--- src/rtl/sample_block_averager_if.sv ---
// rtl/sample_block_averager_if.sv - sample/averaged-sample bundle between a sample source and the block averager
//
// Signals:
//   data_i        packed unsigned samples, channel k = [k*WIDTH +: WIDTH]
//   data_valid_i  one-cycle pulse, data_i valid
//   flush_i       discard the partial block and restart counting
//   data_o        packed averaged samples, held between updates
//   data_valid_o  one-cycle pulse, new data_o
//   fill_o        samples accumulated in the current block
// Modports: master drives the samples and receives averages; slave is the averager.
interface sample_block_averager_if #(
    parameter int WIDTH        = 12,
    parameter int NUM_CHANNELS = 2,
    parameter int LOG2_N       = 2
);
    logic [NUM_CHANNELS*WIDTH-1:0] data_i;
    logic                          data_valid_i;
    logic                          flush_i;
    logic [NUM_CHANNELS*WIDTH-1:0] data_o;
    logic                          data_valid_o;
    logic [LOG2_N:0]               fill_o;

    modport master (
        output data_i, data_valid_i, flush_i,
        input  data_o, data_valid_o, fill_o
    );

    modport slave (
        input  data_i, data_valid_i, flush_i,
        output data_o, data_valid_o, fill_o
    );
endinterface

--- src/rtl/sample_block_averager.sv ---
// rtl/sample_block_averager.sv - multi-channel block-averaging decimator
//
// Sums 2**LOG2_N consecutive valid samples per channel and emits one averaged
// packed word per block (truncated, or rounded half up when ROUND=1).
// Ports:
//   clk_i   in  system clock
//   rst_i   in  synchronous, active-high reset
//   bus     slave modport of sample_block_averager_if (samples in, averages out,
//           flush request, fill level)
module sample_block_averager #(
    parameter int WIDTH        = 12,
    parameter int NUM_CHANNELS = 2,
    parameter int LOG2_N       = 2,
    parameter int ROUND        = 0
) (
    input  logic                   clk_i,
    input  logic                   rst_i,
    sample_block_averager_if.slave bus
);
    localparam int N     = 1 << LOG2_N;
    localparam int ACC_W = WIDTH + LOG2_N;
    // One spare bit so the rounding increment can never wrap the sum.
    localparam int SUM_W = ACC_W + 1;
    localparam int RND_I = (ROUND != 0 && LOG2_N > 0) ? (1 << ((LOG2_N > 0) ? LOG2_N - 1 : 0)) : 0;

    localparam logic [LOG2_N:0]  CNT_LAST = (LOG2_N + 1)'(N - 1);
    localparam logic [SUM_W-1:0] SAT      = SUM_W'((1 << WIDTH) - 1);

    logic [ACC_W-1:0]              acc [NUM_CHANNELS];
    logic [LOG2_N:0]               cnt;
    logic [NUM_CHANNELS*WIDTH-1:0] data_q;
    logic                          valid_q;

    logic [SUM_W-1:0]              sum_c [NUM_CHANNELS];
    logic [SUM_W-1:0]              shr_c [NUM_CHANNELS];
    logic [NUM_CHANNELS*WIDTH-1:0] avg_c;

    // Average of the block as it would be if the current sample completes it.
    always_comb begin
        avg_c = '0;
        for (int k = 0; k < NUM_CHANNELS; k++) begin
            sum_c[k] = SUM_W'(acc[k]) + SUM_W'(bus.data_i[k*WIDTH +: WIDTH]) + SUM_W'(RND_I);
            shr_c[k] = sum_c[k] >> LOG2_N;
            avg_c[k*WIDTH +: WIDTH] = (shr_c[k] > SAT) ? SAT[WIDTH-1:0] : shr_c[k][WIDTH-1:0];
        end
    end

    always_ff @(posedge clk_i) begin
        if (rst_i) begin
            cnt     <= '0;
            data_q  <= '0;
            valid_q <= 1'b0;
            for (int k = 0; k < NUM_CHANNELS; k++) acc[k] <= '0;
        end else begin
            valid_q <= 1'b0;
            if (bus.flush_i) begin
                // Flush beats a coincident valid: that sample is dropped.
                cnt <= '0;
                for (int k = 0; k < NUM_CHANNELS; k++) acc[k] <= '0;
            end else if (bus.data_valid_i) begin
                if (cnt == CNT_LAST) begin
                    data_q  <= avg_c;
                    valid_q <= 1'b1;
                    cnt     <= '0;
                    for (int k = 0; k < NUM_CHANNELS; k++) acc[k] <= '0;
                end else begin
                    cnt <= cnt + 1'b1;
                    for (int k = 0; k < NUM_CHANNELS; k++)
                        acc[k] <= acc[k] + ACC_W'(bus.data_i[k*WIDTH +: WIDTH]);
                end
            end
        end
    end

    assign bus.data_o       = data_q;
    assign bus.data_valid_o = valid_q;
    assign bus.fill_o       = cnt;
endmodule

--- src/flat_wrapper.sv ---
// flat-port wrapper written by rule: the top's interface ports become plain ports
module sample_block_averager_flat 
#(
    parameter int WIDTH        = 12,
    parameter int NUM_CHANNELS = 2,
    parameter int LOG2_N       = 2,
    parameter int ROUND        = 0
)
  (clk_i, rst_i, bus_data_i, bus_data_valid_i, bus_flush_i, bus_data_o, bus_data_valid_o, bus_fill_o);
  sample_block_averager_if #(.WIDTH(WIDTH), .NUM_CHANNELS(NUM_CHANNELS), .LOG2_N(LOG2_N)) bus_i ();
  input  logic clk_i;
  input  logic rst_i;
  input wire logic [$bits(bus_i.data_i)-1:0] bus_data_i;
  input wire logic [$bits(bus_i.data_valid_i)-1:0] bus_data_valid_i;
  input wire logic [$bits(bus_i.flush_i)-1:0] bus_flush_i;
  output wire logic [$bits(bus_i.data_o)-1:0] bus_data_o;
  output wire logic [$bits(bus_i.data_valid_o)-1:0] bus_data_valid_o;
  output wire logic [$bits(bus_i.fill_o)-1:0] bus_fill_o;
  assign bus_i.data_i = bus_data_i;
  assign bus_i.data_valid_i = bus_data_valid_i;
  assign bus_i.flush_i = bus_flush_i;
  assign bus_data_o = bus_i.data_o;
  assign bus_data_valid_o = bus_i.data_valid_o;
  assign bus_fill_o = bus_i.fill_o;
  sample_block_averager #(.WIDTH(WIDTH), .NUM_CHANNELS(NUM_CHANNELS), .LOG2_N(LOG2_N), .ROUND(ROUND)) u_core (.clk_i(clk_i), .rst_i(rst_i), .bus(bus_i));
endmodule
--- config.mk ---
export PLATFORM = sky130hd
export DESIGN_NAME = sample_block_averager_flat
export DESIGN_NICKNAME = d
export VERILOG_FILES = /design/src/rtl/sample_block_averager_if.sv /design/src/rtl/sample_block_averager.sv /design/src/flat_wrapper.sv
export SDC_FILE = /design/constraint.sdc
export NUM_CORES = 1
export LEC_CHECK = 0
export ABC_CLOCK_PERIOD_IN_PS = 3300
export CAP_MARGIN = 15
export CORE_MARGIN = 10
export CORE_UTILIZATION = 45
export DETAILED_ROUTE_END_ITERATION = 8
export MAX_ROUTING_LAYER = met4
export PLACE_DENSITY_LB_ADDON = 0.08
export SLEW_MARGIN = 20
export SYNTH_ARGS = -nofsm -noshare
export SYNTH_HDL_FRONTEND = slang
export SYNTH_SLANG_ARGS = --single-unit
--- constraint.sdc ---
create_clock -name clk_i -period 3.3 [get_ports clk_i]
set_input_delay 0.99 -clock clk_i [delete_from_list [all_inputs] [get_ports clk_i]]
set_output_delay 0.99 -clock clk_i [all_outputs]
set_load 0.01 [all_outputs]
Word-level counts from Yosys, hierarchy flattened:

Memory sizes are Yosys's and may differ from the RTL's.
Cells that the tools add are included.
Widths: inputs -> output; s select.

* register bits: 28
* memory bits (writable): 28
* input port bits: 28
* output and inout port bits: 28
* word-level logic and storage cells: 45
* memories kept: 1

* add/sub/neg operators: 5
* $lt $le $gt $ge: 2
* equal/unequal tests: 1
* muxes and demuxes: 24
* bitwise operators: 7
* reduce and logical (&&, ||, !) cells: 2

Memory list
* u_core.acc: words 2, width 14, rd ports 2, clocked after Yosys merged registers in 0, write ports 2, RTL line sample_block_averager.sv:29 `logic [ACC_W-1:0] acc [NUM_CHANNELS];`

Operator list (count)
* $mux 14: 6
* $add 14x12->15: 2
* $add 14x12->14: 2
* $gt 13x12->1 const B: 2
* $mux 12: 2
* $mux 1: 15
* $or 1x1->1: 6
* $add 3x1->3 const B: 1
* $eq 3x2->1 const B: 1
* $mux 3: 1
* $reduce_and 3->1: 1
* $reduce_or 2->1: 1
* $not 1->1: 1

Logic depth before layout (Yosys ltp):

* depth in word-level cells: 8
* gate-level depth with buffers: 10
* mapped depth without buffers: 9

Least setup slack after synthesis:

No wires, ideal clock.

* path kind: input to register
* start point: in bus_data_i[0]
* end point: reg u_core.data_q[0] (netlist: u_core.bus.data_o[0])
* library setup time: 86 ps
* arrival time: 2742 ps
* required time: 3214 ps
* slack: 473 ps
* cell stages on the path: 10
* path buffers: 1
* cells stage by stage: ha_1 > inv_1 > fa_1 > nand2b_1 > a21oi_1 > or2_1 > a31oi_4 > o21a_1 > buf_2 > a211oi_1

* longest elaborated chain between the ends: 3

Ends and longest elaborated chain
* from (decl): RTL line flat_wrapper.sv:13 `input wire logic [$bits(bus_i.data_i)-1:0] bus_data_i;`
* $add 14x12->15 (*): RTL line sample_block_averager.sv:42 `sum_c[k] = SUM_W'(acc[k]) + SUM_W'(bus.data_i[k*WIDTH +: WIDTH]) + SUM_W'(RND_I);`
* $gt 13x12->1: RTL line sample_block_averager.sv:44 `avg_c[k*WIDTH +: WIDTH] = (shr_c[k] > SAT) ? SAT[WIDTH-1:0] : shr_c[k][WIDTH-1:0];`
* $mux 12 (*): RTL line sample_block_averager.sv:44
* to (signal assigned): RTL line sample_block_averager.sv:62 `data_q <= avg_c;`
* to (decl): RTL line sample_block_averager.sv:31 `logic [NUM_CHANNELS*WIDTH-1:0] data_q;`

Every way passes the cells marked *; elsewhere a longest branch is shown, timed or not.
A chain may end at the register's enable or synchronous reset.

Worst setup path after layout:

* start point: in bus_data_i[0]
* end point: reg u_core.data_q[6] (netlist: u_core.bus.data_o[6])

The elaborated chain is that of the path after synthesis.

==> results.json <==
{
  "outcome": "complete, no violations",
  "drive_gt1_frac": 0.0763,
  "reg2reg_slack_ns": 1.02,
  "required_ns": 3.52,
  "drtAntennaViolNets": 0,
  "start_kind": "primary input",
  "nNetsFinal": 447,
  "p_leak_nw": 1.58,
  "hp-class": "reg2reg",
  "diodes": 0,
  "pwr_density_cell_mw_per_mm2": 366,
  "fin_crit_ns": 3.10,
  "setup_viol": 0,
  "yosys.area_share.simple": 0.150,
  "grt_pass1_wl_mm": 12.2,
  "finalCritPeriodShare": 0.940,
  "die-area_mm2": 0.0107,
  "syn-num-nets": 378,
  "synth_xor_xnor_area_share": 0.0615,
  "cts_tree": "built",
  "die_h_um": 103,
  "power.total_mw": 1.45,
  "stdcell_count": 489,
  "setup_ws_ns": 0.198,
  "slew_headroom": 0.697,
  "synth_cells": 323,
  "post_drt_wl_per_cell_um": 15.2,
  "post_dp_cell_area_mm2": 0.00389,
  "fmax_mhz": 322,
  "area_growth_pct": 26.8,
  "crit_slowest_cell": "clkdlybuf4s50_1",
  "hold_viol": 0,
  "multiInputGateArea_mm2": 0.00163,
  "cp-end-kind": "flip-flop",
  "skew_ns": 0.00497,
  "synthMuxAreaShare": 0,
  "die_x_um": 103,
  "vias": 2550,
  "async_flop_share": 0,
  "slowest_delay_ns": 0.46,
  "postCtsSetupRepairBufs": 0,
  "cts_root_buf": "clkbuf_8",
  "grt_max_degree": 31,
  "routed_via_density": 5.21,
  "path_buf_inv": 2,
  "path_cells": "clkdlybuf4s50_1 > ha_1 > inv_1 > fa_1 > nand2b_1 > a21oi_1 > or2_1 > a31oi_4 > o21a_1 > a211oi_1",
  "synth-adder-area-share": 0.113,
  "cp_data_arrival_time_ns": 3.32,
  "dominantRegCellSynth": "edfxtp_1",
  "drtIter0Drc": 82,
  "grt_util_all_layers": 0.149,
  "drt_first_pass_iters": 4,
  "final_cell_area_mm2": 0.00397,
  "cts_inserted_buffers": 5,
  "synth-seq-cells": 56,
  "synth_compound_area_frac": 0.197,
  "coreArea_mm2": 0.00679,
  "cts_resized": 0,
  "yosys_warnings": 0,
  "initial_core_util": 0.461,
  "cap_viol_max_count": 0,
  "rsz0062_at_grt": "no",
  "dp_cells": 481,
  "gp_congestion": 0.783,
  "ys_seq_area_frac": 0.447,
  "clk_latency_ns": 0.31,
  "syn_area_mm2": 0.00313,
  "setup-tns-final_ns": 0,
  "avgSynthCellArea_um2": 9.70,
  "tightestPinTransition_ns": 0.450,
  "cp_max_fo": 11,
  "antenna_found_initial": 0,
  "io_pins": 56,
  "cts_htree_levels": 2,
  "drc": 0,
  "synth_top_family_by_area": "compound AO/OA/AOI/OAI gates",
  "synth-edff-count": 28,
  "holdWs_ns": 0.495,
  "cp_top_family": "compound AO/OA/AOI/OAI gates",
  "ir_drop_uv": 181,
  "cts.sinks": 56,
  "hpwl_mm": 5.66,
  "port_buffers": 55,
  "wl_mm": 7.46,
  "holdBufCountCts": 0,
  "fillers": 631,
  "clk_pin_slew_worst_paths_ns": 0.09,
  "regArea_mm2": 0.00140,
  "dp_slack_ns": -0.130,
  "clockBufferDepth": 2,
  "rows": 30,
  "path_class": "in2reg",
  "maxSlewViolCount": 0,
  "first_global_vias": 2548,
  "fin_util": 0.585,
  "yosysUniqueCellTypes": 45,
  "gr-total-overflow": 0
}
==> synth_stat cells (2+ instances only) <==
cell type   n  area share
or3_1       2      0.0040
o2111ai_1   2      0.0056
xnor2_1    12       0.034
clkbuf_1    8      0.0096
xor2_1     10       0.028
o21a_1      2      0.0048
inv_1      13       0.016
ha_1       25        0.10
o21ai_0    13       0.021
nand2_1     8      0.0096
a31oi_1     4      0.0080
nand3_1     2      0.0032
o211ai_1    2      0.0048
nor4_1      3      0.0060
nor3_1      5      0.0080
nand2b_1    6       0.012
dfxtp_1    28        0.18
nand4_1     2      0.0040
a21oi_1    18       0.029
a211oi_1   25       0.060
a21o_1     12       0.029
nor2b_1     2      0.0040
nor2_1     67       0.080
edfxtp_1   28        0.27
and3_1      3      0.0060
fa_1        2       0.013
==> final cells by class <==
| class | instances | share of cell area |
|---|---|---|
| repair buffers | 73 | 0.173 |
| well taps | 96 | 0.0302 |
| inverters | 13 | 0.0123 |
| clock inverters | 3 | 0.00346 |
| flip-flops and latches | 56 | 0.353 |
| clock buffers | 5 | 0.0173 |
| multi-input cells | 243 | 0.411 |
==> cell families after synthesis <==
kind of cell | after synthesis
compound gates | 89
xor+xnor | 22
fa+ha+maj | 27
buf+inv | 24
flops | 56
simple gates | 105
==> placed cells by master (no fill, tap or decap), drive strengths merged, types with 5 or more instances in the layout <==
master / count
xnor2: 12
buf: 18
dfxtp: 28
a21o: 12
xor2: 10
edfxtp: 28
a211oi: 25
clkdlybuf4s50: 55
o21ai: 13
nand2b: 6
nor3: 6
nor2: 67
ha: 25
a31oi: 5
nand2: 8
inv: 13
clkbuf: 5
a21oi: 18
==> path summary, 6_finish.rpt <==
path                          from  depth (start not counted)                    end
max                  bus_data_i[0]                         10   u_core.bus.data_o[6]
min          u_core.bus.data_o[22]                          2  u_core.bus.data_o[22]
max reg2reg       u_core.acc[0][0]                          9   u_core.bus.data_o[6]
min reg2reg  u_core.bus.data_o[22]                          2  u_core.bus.data_o[22]
==> power breakdown <==
part / internal [mW] / leakage [nW] / switching [mW] / total (mW)
combinational: 0.155 / 0.990 / 0.177 / 0.332
clock: 0.145 / 0.0453 / 0.210 / 0.354
sequential: 0.756 / 0.550 / 0.0114 / 0.767
==> flip-flops by register name, indices dropped and copies added, names as in the netlist <==
| name | flops |
|---|---|
| u_core.bus.fill_o | 3 |
| u_core.acc | 28 |
| u_core.bus.data_valid_o | 1 |
| u_core.bus.data_o | 24 |
==> routing by layer <==
layer | GRT usage | part of all wire | vias up
met1 | 0.176 | 0.44 | 1183
li1 | - | - | 1315
met4 | 0.0481 | 0.010 | 0
met2 | 0.257 | 0.52 | 46
met3 | 0.0199 | 0.030 | 6
met5 | - | 0 | -
==> tightest hold or removal path, stage by stage, from the launching register on <==
cell,delay (ns)
dfxtp_1,0.32
nor2_1,0.09
nor4_1,0.05
Power figures use the tool's default switching activity.
